## src/rtl/core_dbg_pkg.sv

```systemverilog
// Shared types and constants for the core run-control (halt) logic.
// Channel config fields are sized to the widest supported build and zero-extended on write.
package core_dbg_pkg;

    localparam int BP_ADDR_W = 64;
    localparam int BP_CNT_W  = 16;
    localparam int BP_DLY_W  = 16;

    localparam logic [1:0] ST_IDLE   = 2'd0;
    localparam logic [1:0] ST_ARMED  = 2'd1;
    localparam logic [1:0] ST_DRAIN  = 2'd2;
    localparam logic [1:0] ST_HALTED = 2'd3;

    typedef enum logic [1:0] {
        IDLE   = ST_IDLE,
        ARMED  = ST_ARMED,
        DRAIN  = ST_DRAIN,
        HALTED = ST_HALTED
    } halt_state_e;

    localparam logic [1:0] HALT_NONE = 2'd0;
    localparam logic [1:0] HALT_BP   = 2'd1;
    localparam logic [1:0] HALT_TMO  = 2'd2;

    typedef struct packed {
        logic                 en;
        logic [BP_ADDR_W-1:0] addr;
        logic [BP_CNT_W-1:0]  cnt;
        logic [BP_DLY_W-1:0]  dly;
    } bp_cfg_t;

    // A programmed threshold of zero behaves as one.
    function automatic logic [BP_CNT_W-1:0] effThr(input logic [BP_CNT_W-1:0] c);
        return (c == '0) ? BP_CNT_W'(1) : c;
    endfunction

endpackage

```

## src/rtl/core_halt_ctrl_bp_channel.sv

```systemverilog
// One breakpoint channel: config register, PC comparator and saturating hit counter.
module bp_channel
    import core_dbg_pkg::*;
#(
    parameter int XLEN  = 32,
    parameter int CNT_W = 8
) (
    input  logic                clk,
    input  logic                rst,
    input  logic                cfgWe,
    input  bp_cfg_t             cfgIn,
    input  logic                clrCnt,
    input  logic                countEn,
    input  logic [XLEN-1:0]     pc,
    input  logic                pcValid,
    output logic                match,
    output logic                trig,
    output logic [BP_DLY_W-1:0] dly
);

    bp_cfg_t          cfg;
    logic [CNT_W-1:0] hitCnt;
    logic [CNT_W-1:0] nextCnt;
    logic             sat;

    assign nextCnt = hitCnt + 1'b1;
    assign sat     = &hitCnt;
    assign match   = pcValid && cfg.en && (cfg.addr == BP_ADDR_W'(pc));
    // Fires only on the match that brings the count up to the threshold.
    assign trig    = match && countEn && !sat && (BP_CNT_W'(nextCnt) == effThr(cfg.cnt));
    assign dly     = cfg.dly;

    always_ff @(posedge clk) begin
        if (rst) begin
            cfg    <= '0;
            hitCnt <= '0;
        end else begin
            if (cfgWe)
                cfg <= cfgIn;
            if (clrCnt)
                hitCnt <= '0;
            else if (match && countEn && !sat)
                hitCnt <= nextCnt;
        end
    end

endmodule

```

## src/rtl/core_halt_ctrl.sv

```systemverilog
// Breakpoint/timeout run-control: raises a sticky halt after a channel trigger plus delay.
// Optional cycle-timeout watchdog is built when CORE_HALT_TIMEOUT_EN is defined.
module core_halt_ctrl
    import core_dbg_pkg::*;
#(
    parameter  int NUM_BP = 4,
    parameter  int XLEN   = 32,
    parameter  int CNT_W  = 8,
    parameter  int DLY_W  = 4,
    parameter  int TMO_W  = 16,
    localparam int IDX_W  = (NUM_BP > 1) ? $clog2(NUM_BP) : 1
) (
    input  logic              clk,
    input  logic              rst,
    input  logic [XLEN-1:0]   pc,
    input  logic              pc_valid,
    input  logic              cfg_we,
    input  logic [IDX_W-1:0]  cfg_idx,
    input  logic              cfg_en,
    input  logic [XLEN-1:0]   cfg_addr,
    input  logic [CNT_W-1:0]  cfg_cnt,
    input  logic [DLY_W-1:0]  cfg_dly,
    input  logic [TMO_W-1:0]  tmo_limit,
    input  logic              arm,
    input  logic              resume,
    output logic              halt,
    output logic [1:0]        halt_cause,
    output logic [IDX_W-1:0]  bp_idx,
    output logic [NUM_BP-1:0] hit_vec,
    output logic              busy
);

    halt_state_e          state;
    logic [BP_DLY_W-1:0]  dlyCnt;
    logic [NUM_BP-1:0]    matchVec;
    logic [NUM_BP-1:0]    trigVec;
    logic [BP_DLY_W-1:0]  chDly [NUM_BP];
    bp_cfg_t              cfgIn;
    logic                 cfgOpen;
    logic                 countEn;
    logic                 armNow;
    logic                 trigAny;
    logic [IDX_W-1:0]     firstIdx;
    logic [BP_DLY_W-1:0]  firstDly;
    logic                 tmoHit;
    logic                 unusedMatch;

    assign cfgIn   = '{en: cfg_en, addr: BP_ADDR_W'(cfg_addr),
                       cnt: BP_CNT_W'(cfg_cnt), dly: BP_DLY_W'(cfg_dly)};
    assign cfgOpen = (state == IDLE) || (state == HALTED);
    assign countEn = (state == ARMED) || (state == DRAIN);
    assign armNow  = (state == IDLE) && arm;
    assign busy    = countEn;
    assign unusedMatch = ^matchVec;

    for (genvar g = 0; g < NUM_BP; g++) begin : gCh
        bp_channel #(.XLEN(XLEN), .CNT_W(CNT_W)) uCh (
            .clk     (clk),
            .rst     (rst),
            .cfgWe   (cfg_we && cfgOpen && (cfg_idx == IDX_W'(g))),
            .cfgIn   (cfgIn),
            .clrCnt  (armNow),
            .countEn (countEn),
            .pc      (pc),
            .pcValid (pc_valid),
            .match   (matchVec[g]),
            .trig    (trigVec[g]),
            .dly     (chDly[g])
        );
    end

    always_comb begin
        trigAny  = 1'b0;
        firstIdx = '0;
        firstDly = '0;
        for (int unsigned i = 0; i < NUM_BP; i++) begin
            if (trigVec[i] && !trigAny) begin
                trigAny  = 1'b1;
                firstIdx = IDX_W'(i);
                firstDly = chDly[i];
            end
        end
    end

`ifdef CORE_HALT_TIMEOUT_EN
    logic [TMO_W-1:0] cycleCnt;

    // Counts completed ARMED cycles; the cycle that completes the limit halts.
    assign tmoHit = (tmo_limit != '0) && (cycleCnt == tmo_limit - 1'b1);

    always_ff @(posedge clk) begin
        if (rst)
            cycleCnt <= '0;
        else if (armNow)
            cycleCnt <= '0;
        else if ((state == ARMED) && !(&cycleCnt))
            cycleCnt <= cycleCnt + 1'b1;
    end
`else
    logic unusedTmo;
    assign tmoHit    = 1'b0;
    assign unusedTmo = ^tmo_limit;
`endif

    always_ff @(posedge clk) begin
        if (rst) begin
            state      <= IDLE;
            dlyCnt     <= '0;
            halt       <= 1'b0;
            halt_cause <= HALT_NONE;
            bp_idx     <= '0;
            hit_vec    <= '0;
        end else begin
            case (state)
                IDLE: begin
                    if (arm) begin
                        hit_vec    <= '0;
                        halt_cause <= HALT_NONE;
                        state      <= ARMED;
                    end
                end
                ARMED: begin
                    hit_vec <= hit_vec | trigVec;
                    if (trigAny) begin
                        bp_idx <= firstIdx;
                        dlyCnt <= firstDly;
                        state  <= DRAIN;
                    end else if (tmoHit) begin
                        halt       <= 1'b1;
                        halt_cause <= HALT_TMO;
                        state      <= HALTED;
                    end
                end
                DRAIN: begin
                    hit_vec <= hit_vec | trigVec;
                    if (dlyCnt == '0) begin
                        halt       <= 1'b1;
                        halt_cause <= HALT_BP;
                        state      <= HALTED;
                    end else begin
                        dlyCnt <= dlyCnt - 1'b1;
                    end
                end
                HALTED: begin
                    if (resume) begin
                        halt  <= 1'b0;
                        state <= IDLE;
                    end
                end
                default: state <= IDLE;
            endcase
        end
    end

endmodule

```

## config.mk

```make
export PLATFORM = sky130hd
export DESIGN_NAME = core_halt_ctrl
export DESIGN_NICKNAME = d
export VERILOG_FILES = /design/src/rtl/core_dbg_pkg.sv /design/src/rtl/core_halt_ctrl_bp_channel.sv /design/src/rtl/core_halt_ctrl.sv
export SDC_FILE = /design/constraint.sdc
export NUM_CORES = 1
export LEC_CHECK = 0
export ABC_AREA = 1
export CAP_MARGIN = 20
export CORE_MARGIN = 10
export CORE_UTILIZATION = 35
export DETAILED_ROUTE_END_ITERATION = 10
export PLACE_DENSITY_LB_ADDON = 0.25
export SYNTH_ARGS = -nofsm -noshare
export SYNTH_HDL_FRONTEND = slang
export SYNTH_HIERARCHICAL = 1
export SYNTH_SLANG_ARGS = --single-unit
```

## constraint.sdc

```tcl
create_clock -name clk -period 3.4 [get_ports clk]
set_input_delay 0.34 -clock clk [delete_from_list [all_inputs] [get_ports clk]]
set_output_delay 0.34 -clock clk [all_outputs]
set_load 0.05 [all_outputs]
```

==> metrics.md <==
| Metric | Value |
|---|---|
| DRC Markers | 0 |
| Hold Path Depth | 2 |
| Routed len/inst | around 14 um |
| Worst-path clk slew | 0.06 ns |
| Nets | 3,915 |
| Gr ovfl total | 0 |
| Worst IR Drop VDD | around 0.33 mV |
| TNS Setup | 0 ns |
| CTS Hold Bufs | 0 |
| Port bufs | slightly above 90 |
| Combinational power share | 0.286 |
| Resized Gates After CTS | 0 |
| Post-route ant nets | 0 |
| Fmax | 338 MHz |
| P&R area growth vs syn | 18.6% |
| DRT iter0 DRCs | about 1,400 |
| Clock Tree Buf Depth | 3 |
| # rows | a little over 90 |
| Power Internal | ~11 mW |
| Setup Viol. Count Final | 0 |
| Leakage power | 11.9 nW |
| DIE AREA | between 0.07 and 0.08 mm^2 |
| H-tree Lvls | 2 |
| Die height | around 270 um |
| Unrepaired setup endpoints after global routing | no |
| Slew at the pin closest to its max-slew limit | roughly 0.90 ns |
| Critical path origin | state[0]$_SDFFE_PP0P_ |
| Worst Reg-to-Reg Cells | 16 |
| CTS sink cnt | roughly 450 |
| Post CTS Setup Buffer Count | 0 |
| Relative slew slack | 0.403 |
| Clock root buffer | clkbuf_16 |
| Largest fanout on the critical path | 8 |
| Clock power frac | 0.341 |
| Starting Density | 0.352 |
| Routed vias | 21,100 |
| Netlist Area Pre-Place | around 0.023 mm^2 |
| Die width | around 270 um |
| Fill cells | slightly below 7,000 |
| Routability cong. | between 0.9 and 1 |
| CTS tree | built |
| Layout cells sized above 1 | 0.0557 |
| Cell count after synthesis | around 3,600 |
| Total track usage | 0.172 |
| Max cap viols | 0 |
| Initial antenna violation count | 3 |
| Seq pwr share | 0.373 |
| Min-Delay Startpoint | rst |
| R2R setup slack | roughly 0.56 ns |
| Fin crit period | 2.95 ns |
| Clk_skew | around 0.021 ns |
| PD cells | just over 600 mW/mm^2 |
| Vias in the first global route | between 15,000 and 20,000 |
| Sw frac | 0.348 |
| Worst reg2reg path startpoint | state[0]$_SDFFE_PP0P_ |
| Psw | 5.67 mW |
| First-pass GRT wire length | 104,000 um |
| WS Path Type | reg2out |
| Hpwl dp | 46,900 um |
| Warnings from Yosys | 6 |
| TritonRoute pass-1 iters | 5 |
| I/O pin count | 111 |
| WL final | around 66,000 um |
| Critical Path RT | ~3.1 ns |
| Final Hold Viols | 0 |
| Max Slew Vio Count | 0 |
| Startpoint Class | flop |
| Data arrival time of the worst path | ~2.6 ns |
| Outcome | finished clean |
| Pwr Total | 16.3 mW |
| Final Cycle Share | 0.869 |
| Worst setup margin | between 0.4 and 0.5 ns |
| Worst Setup End Kind | output port |
| Pin count of the biggest net entering global routing | 136 |
| HP Class | in2reg |
| WHS Endpoint | bp_idx[0]$_SDFFE_PP0P_ |
| Crit Reg-Reg Endpoint | dlyCnt[5]$_SDFFE_PP0P_ |
| Core ar. | ~0.064 mm^2 |
| Total CTS buffers | 51 |
| Place WS | 0.0712 ns |
| Avg Inst Size Synth | 6.33 um^2 |
| Clk_lat worst skew | around 0.60 ns |
| Vias per cell | roughly 4.5 |
==> state kept, by name, summed over array words and instances (netlist names) <==
name,count
bp_idx,2
dlyCnt,16
gCh.uCh/cfg,324
gCh.uCh/dly,64
gCh.uCh/hitCnt,32
halt,1
halt_cause,1
hit_vec,4
state,2
==> final cells by class <==
class / count / area [um^2] / area share
Multi-Input combinational cell: 2752 / 12000 / 0.448
Sequential cell: 446 / 8930 / 0.332
Timing Repair Buffer: 175 / 1740 / 0.0647
Clock buffer: 79 / 1560 / 0.0581
Inverter: 379 / 1430 / 0.0533
Tap cell: 855 / 1070 / 0.0398
Clock inverter: 13 / 118 / 0.00437
Antenna cell: 2 / 5.00 / 0.000186
==> how the worst max path moves through the flow <==
stage	endpoint	slack, ns	depth (start not counted)
after floorplan	dlyCnt[2]$_SDFFE_PP0P_	0.44	17
after global placement	state[1]$_SDFFE_PP0P_	0.08	21
after detailed placement	state[0]$_SDFFE_PP0P_	0.07	19
after CTS	busy	0.38	3
after global routing	dlyCnt[5]$_SDFFE_PP0P_	0.28	16
final	busy	0.45	3
==> routing by layer <==
metal  share of wire  wire length (um)  track usage  vias up
met2            0.44             28700        0.269      379
met5         0.00036                24            0        -
li1                -                 -            -    11300
met3           0.055              3650       0.0292       85
met1            0.49             32100        0.239     9317
met4           0.021              1400       0.0500        4
==> power by group through the flow <==
stage / clock network (mW) / logic [mW] / registers, mW
2_1_floorplan: 0 / 3.31 / 6.14
3_3_place_gp: 0 / 4.61 / 6.18
3_5_place_dp: 0 / 4.64 / 6.18
4_1_cts: 5.69 / 4.67 / 6.08
5_1_grt: 5.87 / 5.31 / 6.14
6_report: 5.55 / 4.66 / 6.08
==> placed cells by master, fill, tap and decap left out, types with 9 or more instances in the layout <==
cell,instances
xor2_1,33
clkinv_2,10
a211oi_1,164
clkbuf_8,14
clkdlybuf4s50_1,92
nand3_1,101
nor2_1,589
clkbuf_1,12
inv_1,374
a21oi_1,260
nand2_1,1256
nand4_1,26
clkbuf_16,53
o21ai_0,30
nor2_2,13
buf_4,67
dfxtp_1,446
nor2_4,10
buf_12,15
ha_1,9
conb_1,209
==> through the flow <==
| step | std cells | hold slack (ns) | utilization | cell area (um^2) |
|---|---|---|---|---|
| floorplan | 3788 | 0.409 | - | 23500 |
| global placement | 4607 | 0.431 | 0.392 | 25200 |
| detailed placement | 4607 | 0.439 | 0.392 | 25200 |
| CTS | 4699 | 0.170 | 0.418 | 26900 |
| global route | 4700 | 0.193 | 0.418 | 26900 |
| finish | 4701 | 0.177 | 0.418 | 26900 |
==> worst max-delay path, stage by stage, from the launching register on <==
cell             delay, ns
dfxtp_1               0.38
inv_1                 0.09
ha_1                  0.63
clkdlybuf4s50_1       0.92
Power figures use the tool's default switching activity.
